[config.mk]
export PLATFORM = sky130hd
export DESIGN_NAME = uart_program_loader_flat
export DESIGN_NICKNAME = d
export VERILOG_FILES = /design/src/rtl/uart_program_loader_if.sv /design/src/rtl/uart_program_loader.sv /design/src/flat_wrapper.sv
export SDC_FILE = /design/constraint.sdc
export NUM_CORES = 1
export LEC_CHECK = 0
export ABC_AREA = 0
export CORE_MARGIN = 2
export CORE_UTILIZATION = 61
export CTS_BUF_LIST = sky130_fd_sc_hd__clkbuf_2 sky130_fd_sc_hd__clkbuf_4 sky130_fd_sc_hd__clkbuf_8
export CTS_CLUSTER_DIAMETER = 120
export DETAILED_ROUTE_END_ITERATION = 6
export GPL_ROUTABILITY_DRIVEN = 0
export MAX_ROUTING_LAYER = met4
export PLACE_DENSITY = 0.93
export SYNTH_ARGS = -nofsm -noshare
export SYNTH_HDL_FRONTEND = slang
export SYNTH_SLANG_ARGS = --single-unit
[constraint.sdc]
create_clock -name clk -period 2.9 [get_ports clk]
set_input_delay 0.435 -clock clk [delete_from_list [all_inputs] [get_ports clk]]
set_output_delay 0.435 -clock clk [all_outputs]
set_load 0.1 [all_outputs]
[src/rtl/uart_program_loader_if.sv]
// uart_program_loader_if: byte stream in from the UART receiver, instruction-memory write port and CPU control out.
interface uart_program_loader_if #(parameter int ADDR_WIDTH = 10);
  logic [7:0] input_byte;
  logic byte_valid;
  logic mem_we;
  logic [ADDR_WIDTH-1:0] mem_addr;
  logic [31:0] mem_wdata;
  logic cpu_hold;
  logic load_done;
  logic load_error;
  modport master (
    output input_byte, byte_valid,
    input mem_we, mem_addr, mem_wdata, cpu_hold, load_done, load_error
  );
  modport slave (
    input input_byte, byte_valid,
    output mem_we, mem_addr, mem_wdata, cpu_hold, load_done, load_error
  );
endinterface

[src/rtl/uart_program_loader.sv]
// uart_program_loader: parses sync/length/words/XOR-checksum frames into instruction-memory writes.
module uart_program_loader #(
  parameter int ADDR_WIDTH = 10,
  parameter int TIMEOUT_CLKS = 1000000,
  parameter logic [7:0] SYNC_BYTE = 8'hA5
) (
  input logic clk,
  input logic rst_n,
  uart_program_loader_if.slave bus
);
  typedef enum logic [2:0] {IDLE, LEN0, LEN1, DATA, CHECK, ERROR} state_t;
  localparam logic [16:0] MAX_WORDS = 17'(2 ** ADDR_WIDTH);
  state_t state_q, state_d;
  logic vld_q;
  logic we_q, we_d, hold_q, hold_d, done_q, done_d, err_q, err_d;
  logic [15:0] count_q, count_d, count_in;
  logic [16:0] word_q, word_d;
  logic [1:0] byte_q, byte_d;
  logic [23:0] sr_q, sr_d;
  logic [7:0] ck_q, ck_d;
  logic [31:0] tmo_q, tmo_d, wdata_q, wdata_d;
  logic [ADDR_WIDTH-1:0] addr_q, addr_d;
  logic acc, active;
  always_comb begin
    acc = bus.byte_valid && !vld_q;
    active = state_q inside {LEN0, LEN1, DATA, CHECK};
    count_in = {bus.input_byte, count_q[7:0]};
    state_d = state_q;
    count_d = count_q;
    word_d = word_q;
    byte_d = byte_q;
    sr_d = sr_q;
    ck_d = ck_q;
    addr_d = addr_q;
    wdata_d = wdata_q;
    hold_d = hold_q;
    err_d = err_q;
    we_d = 1'b0;
    done_d = 1'b0;
    tmo_d = (active && !acc) ? tmo_q + 32'd1 : 32'd0;
    case (state_q)
      IDLE: if (acc && bus.input_byte == SYNC_BYTE) begin
        err_d = 1'b0;
        hold_d = 1'b1;
        ck_d = 8'd0;
        word_d = 17'd0;
        byte_d = 2'd0;
        state_d = LEN0;
      end
      LEN0: if (acc) begin
        count_d = {count_q[15:8], bus.input_byte};
        ck_d = ck_q ^ bus.input_byte;
        state_d = LEN1;
      end
      LEN1: if (acc) begin
        count_d = count_in;
        ck_d = ck_q ^ bus.input_byte;
        state_d = ({1'b0, count_in} > MAX_WORDS) ? ERROR : (count_in == 16'd0) ? CHECK : DATA;
      end
      DATA: if (acc) begin
        ck_d = ck_q ^ bus.input_byte;
        sr_d = {bus.input_byte, sr_q[23:8]};
        byte_d = byte_q + 2'd1;
        if (byte_q == 2'd3) begin
          we_d = 1'b1;
          addr_d = word_q[ADDR_WIDTH-1:0];
          wdata_d = {bus.input_byte, sr_q};
          word_d = word_q + 17'd1;
          state_d = (word_q + 17'd1 == {1'b0, count_q}) ? CHECK : DATA;
        end
      end
      CHECK: if (acc) begin
        done_d = bus.input_byte == ck_q;
        hold_d = bus.input_byte != ck_q;
        state_d = (bus.input_byte == ck_q) ? IDLE : ERROR;
      end
      ERROR: begin
        err_d = 1'b1;
        state_d = IDLE;
      end
      default: state_d = IDLE;
    endcase
    if (active && !acc && tmo_d == 32'(TIMEOUT_CLKS)) state_d = ERROR;
  end
  always_ff @(posedge clk or negedge rst_n) begin
    if (!rst_n) begin
      state_q <= IDLE;
      vld_q <= 1'b0;
      count_q <= '0;
      word_q <= '0;
      byte_q <= '0;
      sr_q <= '0;
      ck_q <= '0;
      tmo_q <= '0;
      addr_q <= '0;
      wdata_q <= '0;
      we_q <= 1'b0;
      hold_q <= 1'b0;
      done_q <= 1'b0;
      err_q <= 1'b0;
    end else begin
      state_q <= state_d;
      vld_q <= bus.byte_valid;
      count_q <= count_d;
      word_q <= word_d;
      byte_q <= byte_d;
      sr_q <= sr_d;
      ck_q <= ck_d;
      tmo_q <= tmo_d;
      addr_q <= addr_d;
      wdata_q <= wdata_d;
      we_q <= we_d;
      hold_q <= hold_d;
      done_q <= done_d;
      err_q <= err_d;
    end
  end
  assign bus.mem_we = we_q;
  assign bus.mem_addr = addr_q;
  assign bus.mem_wdata = wdata_q;
  assign bus.cpu_hold = hold_q;
  assign bus.load_done = done_q;
  assign bus.load_error = err_q;
endmodule

[src/flat_wrapper.sv]
// flat-port wrapper written by rule: the top's interface ports become plain ports
module uart_program_loader_flat 
#(
  parameter int ADDR_WIDTH = 10,
  parameter int TIMEOUT_CLKS = 1000000,
  parameter logic [7:0] SYNC_BYTE = 8'hA5
)
  (clk, rst_n, bus_input_byte, bus_byte_valid, bus_mem_we, bus_mem_addr, bus_mem_wdata, bus_cpu_hold, bus_load_done, bus_load_error);
  uart_program_loader_if #(.ADDR_WIDTH(ADDR_WIDTH)) bus_i ();
  input logic clk;
  input logic rst_n;
  input wire logic [$bits(bus_i.input_byte)-1:0] bus_input_byte;
  input wire logic [$bits(bus_i.byte_valid)-1:0] bus_byte_valid;
  output wire logic [$bits(bus_i.mem_we)-1:0] bus_mem_we;
  output wire logic [$bits(bus_i.mem_addr)-1:0] bus_mem_addr;
  output wire logic [$bits(bus_i.mem_wdata)-1:0] bus_mem_wdata;
  output wire logic [$bits(bus_i.cpu_hold)-1:0] bus_cpu_hold;
  output wire logic [$bits(bus_i.load_done)-1:0] bus_load_done;
  output wire logic [$bits(bus_i.load_error)-1:0] bus_load_error;
  assign bus_i.input_byte = bus_input_byte;
  assign bus_i.byte_valid = bus_byte_valid;
  assign bus_mem_we = bus_i.mem_we;
  assign bus_mem_addr = bus_i.mem_addr;
  assign bus_mem_wdata = bus_i.mem_wdata;
  assign bus_cpu_hold = bus_i.cpu_hold;
  assign bus_load_done = bus_i.load_done;
  assign bus_load_error = bus_i.load_error;
  uart_program_loader #(.ADDR_WIDTH(ADDR_WIDTH), .TIMEOUT_CLKS(TIMEOUT_CLKS), .SYNC_BYTE(SYNC_BYTE)) u_core (.clk(clk), .rst_n(rst_n), .bus(bus_i));
endmodule
==> impl_metrics.prom, run 1 <==
# TYPE chip_impl_metric gauge
chip_impl_metric{name="count_of_maximum_capacitance_violations",unit=""} 0
chip_impl_metric{name="core-area",unit="um2"} 12000
chip_impl_info{name="crit_end",value="u_core.state_q[1]$_DFFE_PN0P_"} 1
chip_impl_metric{name="synth_edf_count",unit=""} 0
chip_impl_metric{name="tritoncts_num_sinks",unit=""} 149
chip_impl_metric{name="sequential_element_share_of_the_synthesized_area",unit="%"} 49.6
chip_impl_metric{name="hold_violations",unit=""} 6
chip_impl_metric{name="cts-buffers-inserted",unit=""} 17
chip_impl_metric{name="buffers_inverters_on_critical_path",unit=""} 2
chip_impl_metric{name="fin_tns_setup",unit="ns"} 0
chip_impl_metric{name="whs",unit="ns"} -0.0122
chip_impl_metric{name="net_switching_component_of_the_power",unit="mW"} 1.86
chip_impl_metric{name="internal_power",unit="mW"} 3.60
chip_impl_metric{name="h-tree-depth",unit=""} 4
chip_impl_metric{name="drt_first_pass_iters",unit=""} 5
chip_impl_info{name="cts_tree",value="done"} 1
chip_impl_metric{name="timing.reg2reg.setup_slack",unit="ns"} 0.21
chip_impl_metric{name="globalRoute.totalOverflow",unit=""} 0
chip_impl_metric{name="clockBufferDepth",unit=""} 2
chip_impl_info{name="globalRoute.busiestLayer",value="met2"} 1
chip_impl_metric{name="final-max-slew-violation-count",unit=""} 0
chip_impl_metric{name="clock_power_share",unit="%"} 27.0
chip_impl_metric{name="synth_cells",unit=""} 820
chip_impl_metric{name="seq_power_share",unit="%"} 48.8
chip_impl_metric{name="worstSetupPathDepth",unit=""} 11
chip_impl_info{name="crit_path_top_delay_cell",value="sky130_fd_sc_hd__dfrtp_1"} 1
chip_impl_info{name="rsz0062_at_grt",value="no"} 1
chip_impl_metric{name="min_period_over_period",unit="%"} 92.8
chip_impl_info{name="endpoint_kind",value="flop"} 1
chip_impl_metric{name="io_pins",unit=""} 57
chip_impl_info{name="regToRegEndpoint",value="u_core.state_q[1]$_DFFE_PN0P_"} 1
chip_impl_metric{name="ant_nets",unit=""} 0
chip_impl_metric{name="clk_pin_slew_worst_paths",unit="ns"} 0.09
chip_impl_metric{name="via_count",unit=""} 6293
chip_impl_metric{name="die_height",unit="um"} 115
chip_impl_metric{name="worst_skew_pair.late_latency",unit="ns"} 0.46
chip_impl_metric{name="grt_first_pass_wirelength",unit="um"} 30200
chip_impl_metric{name="grt_usage",unit="%"} 30.2
chip_impl_metric{name="initial_antenna_violation_count",unit=""} 0
chip_impl_info{name="min_path_type",value="in -> async"} 1
chip_impl_metric{name="synthesis.nets",unit=""} 834
chip_impl_info{name="cp_top_family",value="simple AND/OR/NAND/NOR gates"} 1
chip_impl_metric{name="crit_arrival",unit="ns"} 3.05
chip_impl_info{name="layout_commonest_cell",value="sky130_fd_sc_hd__nand2_1"} 1
chip_impl_info{name="clock-root-buffer",value="sky130_fd_sc_hd__clkbuf_8"} 1
chip_impl_metric{name="preCtsSetupSlack",unit="ns"} 0.0732
chip_impl_metric{name="asr_flop_ratio_synth",unit="%"} 100
chip_impl_metric{name="routed_via_density",unit=""} 6.02
chip_impl_metric{name="pin_count_of_the_biggest_net_entering_global_routing",unit=""} 78
chip_impl_metric{name="placement.cell_area",unit="um2"} 8240
chip_impl_metric{name="wire_per_inst",unit="um"} 17.1
chip_impl_metric{name="switching_share_of_total_power",unit="%"} 34.1
chip_impl_info{name="most_frequently_used_flop_master_after_synthesis",value="sky130_fd_sc_hd__dfrtp_1"} 1
chip_impl_metric{name="final-setup-viol-count",unit=""} 0
chip_impl_metric{name="placedCellCount",unit=""} 1012
chip_impl_metric{name="mappedNetlistArea",unit="um2"} 7520
chip_impl_metric{name="std_cell_rows",unit=""} 40
chip_impl_metric{name="required_time_reported_for_the_critical_path_endpoint",unit="ns"} 3.26
chip_impl_metric{name="worst_pin_slew",unit="ns"} 0.957
chip_impl_metric{name="critical_path_peak_fanout",unit=""} 5
chip_impl_metric{name="starting_density_of_the_core",unit="%"} 62.6
chip_impl_metric{name="ys_types",unit=""} 60
chip_impl_metric{name="cts_hold_repair.buffers",unit=""} 0
chip_impl_metric{name="min_period",unit="ns"} 2.69
chip_impl_metric{name="drive_above_1_share",unit="%"} 18.9
chip_impl_metric{name="synth_warnings",unit=""} 0
chip_impl_metric{name="skew",unit="ns"} 0.0135
chip_impl_info{name="path_class",value="reg -> reg"} 1
chip_impl_metric{name="stdcell_area",unit="um2"} 8610
chip_impl_info{name="final_cell_mix",value="sky130_fd_sc_hd__nand2_1 (189), sky130_fd_sc_hd__dfrtp_1 (145), sky130_fd_sc_hd__buf_4 (86)"} 1
chip_impl_info{name="cp-start-kind",value="flop"} 1
chip_impl_metric{name="layout-area-overhead-vs-synth",unit="%"} 14.6
chip_impl_info{name="crit-reg2reg-launch",value="u_core.word_q[0]$_DFFE_PN0P_"} 1
chip_impl_metric{name="stdcell_count",unit=""} 1045
chip_impl_metric{name="finish.utilization",unit="%"} 71.7
chip_impl_metric{name="finalWirelength",unit="um"} 17900
chip_impl_metric{name="leakage_power_summed_over_all_cells",unit="nW"} 4.01
chip_impl_metric{name="worst_path_largest_cell_delay",unit="ns"} 0.43
chip_impl_metric{name="place_hpwl",unit="um"} 12300
chip_impl_metric{name="pwr_density_cell",unit="nW/um2"} 634
chip_impl_metric{name="power.ir.vdd_worst",unit="uV"} 576
chip_impl_info{name="list_of_cells_traversed_by_the_critical_path",value="ha_1 -> nand4_1 -> buf_4 -> nor2_1 -> xnor2_1 -> a2111oi_0 -> nand4_1 -> nor4_1 -> buf_4 -> o22ai_1 -> and2_1"} 1
chip_impl_metric{name="groute.layer.met2.usage",unit="%"} 46.7
chip_impl_metric{name="reg2reg_depth",unit=""} 11
chip_impl_metric{name="number_of_global_route_vias_before_repair",unit=""} 6297
chip_impl_metric{name="gr_layer_usage_met3",unit="%"} 5.85
chip_impl_metric{name="worst_slack",unit="ns"} 0.208
chip_impl_metric{name="slew_headroom",unit="%"} 36.2
chip_impl_metric{name="final.fill_count",unit=""} 817
chip_impl_info{name="outcome",value="finished, violations left"} 1
chip_impl_metric{name="drc_violations_left",unit=""} 0
chip_impl_metric{name="insertedDiodeCount",unit=""} 0
chip_impl_info{name="worst_setup_path_startpoint",value="u_core.word_q[0]$_DFFE_PN0P_"} 1
chip_impl_metric{name="postSynthRegisterBits",unit=""} 149
chip_impl_metric{name="die_w",unit="um"} 115
chip_impl_metric{name="final_nets",unit=""} 899
chip_impl_metric{name="dieArea",unit="um2"} 13200
chip_impl_metric{name="combPwrFrac",unit="%"} 24.3
chip_impl_metric{name="syn_area_per_cell",unit="um2"} 9.17
chip_impl_metric{name="met1_usage",unit="%"} 38.7
chip_impl_metric{name="maxClockFrequency",unit="GHz"} 0.371
chip_impl_info{name="violated_checks",value="hold timing"} 1
chip_impl_metric{name="numPortBuffers",unit=""} 56
chip_impl_metric{name="drt_iter0_markers",unit=""} 498
## power groups by stage
stage	Clock (mW)	Combinational, mW	Sequential [mW]
2_1_floorplan	0	0.898	2.66
3_5_place_dp	0	1.30	2.69
4_1_cts	1.49	1.32	2.65
6_report	1.47	1.32	2.66
5_1_grt	1.58	1.46	2.70
3_3_place_gp	0	1.25	2.66
## per-stage QoR
stage | hold slack [ns] | power, mW
6_report | -0.0122 | 5.46
5_1_grt | 0.0264 | 5.74
4_1_cts | 0.00671 | 5.47
3_5_place_dp | 0.465 | 3.99
3_3_place_gp | 0.447 | 3.90
2_1_floorplan | 0.139 | 3.56
## synth_stat cells, drive strengths merged (2+ instances only)
cell type	count	share of area, %
nand3	31	2.4
inv	11	0.55
nand2b	4	0.33
a22oi	2	0.20
o22ai	3	0.25
xnor2	34	4.0
clkbuf	33	1.7
o41ai	2	0.23
ha	3	0.50
and3b	3	0.35
buf	18	1.4
a21boi	2	0.20
o21ai	62	4.1
dfrtp	149	50
o21bai	3	0.30
mux2	33	4.9
and4	2	0.23
xor2	22	2.6
nand4	16	1.5
a31oi	5	0.42
or3	8	0.67
nor4	16	1.6
o211ai	4	0.40
and2	4	0.33
a2111oi	2	0.23
nand2	190	9.5
and3	8	0.67
mux2i	7	0.93
nor3	18	1.3
nor2	72	3.7
nor3b	3	0.30
or4	8	0.95
o31ai	6	0.60
o21a	3	0.30
a21oi	20	1.3
## cells by family after synthesis
group	count (synthesis)	share of synthesized area [%]
adders and majority gates	3	0.499
DFF	149	49.6
AOI/OAI and AO/OA	123	9.65
muxes	40	5.88
and+or+nand+nor	387	24.3
buffers and inverters	62	3.58
xor gates and xnor gates	56	6.52
## flip-flops by register name (all words and copies together), names as in the netlist
name	count
u_core.bus.mem_addr	10
u_core.bus.load_done	1
u_core.tmo_q	32
u_core.sr_q	24
u_core.state_q	3
u_core.bus.load_error	1
u_core.word_q	17
u_core.vld_q	1
u_core.bus.mem_wdata	32
u_core.byte_q	2
u_core.bus.mem_we	1
u_core.ck_q	8
u_core.bus.cpu_hold	1
u_core.count_q	16
## worst min-delay path by stage
stage | slack [ns] | endpoint | startpoint | cells after the start
6_report | -0.01 | u_core.bus.mem_wdata[11]$_DFFE_PN0P_ | rst_n | 1
5_1_grt | 0.03 | u_core.bus.mem_wdata[7]$_DFFE_PN0P_ | rst_n | 1
4_1_cts | 0.007 | u_core.bus.mem_wdata[11]$_DFFE_PN0P_ | rst_n | 1
3_5_place_dp | 0.46 | u_core.bus.mem_addr[7]$_DFFE_PN0P_ | u_core.bus.mem_addr[7]$_DFFE_PN0P_ | 2
3_3_place_gp | 0.45 | u_core.bus.mem_wdata[6]$_DFFE_PN0P_ | u_core.sr_q[6]$_DFFE_PN0P_ | 2
2_1_floorplan | 0.14 | u_core.bus.cpu_hold$_DFFE_PN0P_ | rst_n | 0
## final cells by class
class / instances / area (um2) / area share, %
clock inverter: 12 / 93.8 / 1.09
inverter: 11 / 41.3 / 0.479
multi-input combinational: 609 / 3530 / 40.9
clock buffer: 20 / 269 / 3.12
timing repair buffer: 97 / 767 / 8.90
tap: 147 / 184 / 2.14
sequential: 149 / 3730 / 43.3
## layer usage
| layer | part of all wire [%] | up-vias |
|---|---|---|
| met3 | 6.4 | 57 |
| met1 | 41 | 3050 |
| met2 | 49 | 253 |
| li1 | - | 2933 |
| met4 | 3.2 | 0 |
| met5 | 0 | - |
## repair_timing
item | 4_1_cts | 5_1_grt
endpoints found under the setup margin | 0 | 3
buffers inserted | 0 | 1
resized for setup | 0 | 5
Power figures use the tool's default switching activity.
==> run 2: changes to the inputs <==
--- a/config.mk
+++ b/config.mk
@@ -9,7 +9,6 @@
 export CORE_MARGIN = 2
 export CORE_UTILIZATION = 61
 export CTS_BUF_LIST = sky130_fd_sc_hd__clkbuf_2 sky130_fd_sc_hd__clkbuf_4 sky130_fd_sc_hd__clkbuf_8
-export CTS_CLUSTER_DIAMETER = 120
 export DETAILED_ROUTE_END_ITERATION = 6
 export GPL_ROUTABILITY_DRIVEN = 0
 export MAX_ROUTING_LAYER = met4
==> results of run 2 <==
The final DEF is identical to that of run 1; final timing and power are the same.
==> run 3: changes to the inputs <==
--- a/config.mk
+++ b/config.mk
@@ -13,6 +13,8 @@
 export GPL_ROUTABILITY_DRIVEN = 0
 export MAX_ROUTING_LAYER = met4
 export PLACE_DENSITY = 0.93
+export SLEW_MARGIN = 20
 export SYNTH_ARGS = -nofsm -noshare
 export SYNTH_HDL_FRONTEND = slang
 export SYNTH_SLANG_ARGS = --single-unit
+export TNS_END_PERCENT = 20
==> results of run 3 <==
The final DEF is identical to that of run 1; final timing and power are the same.
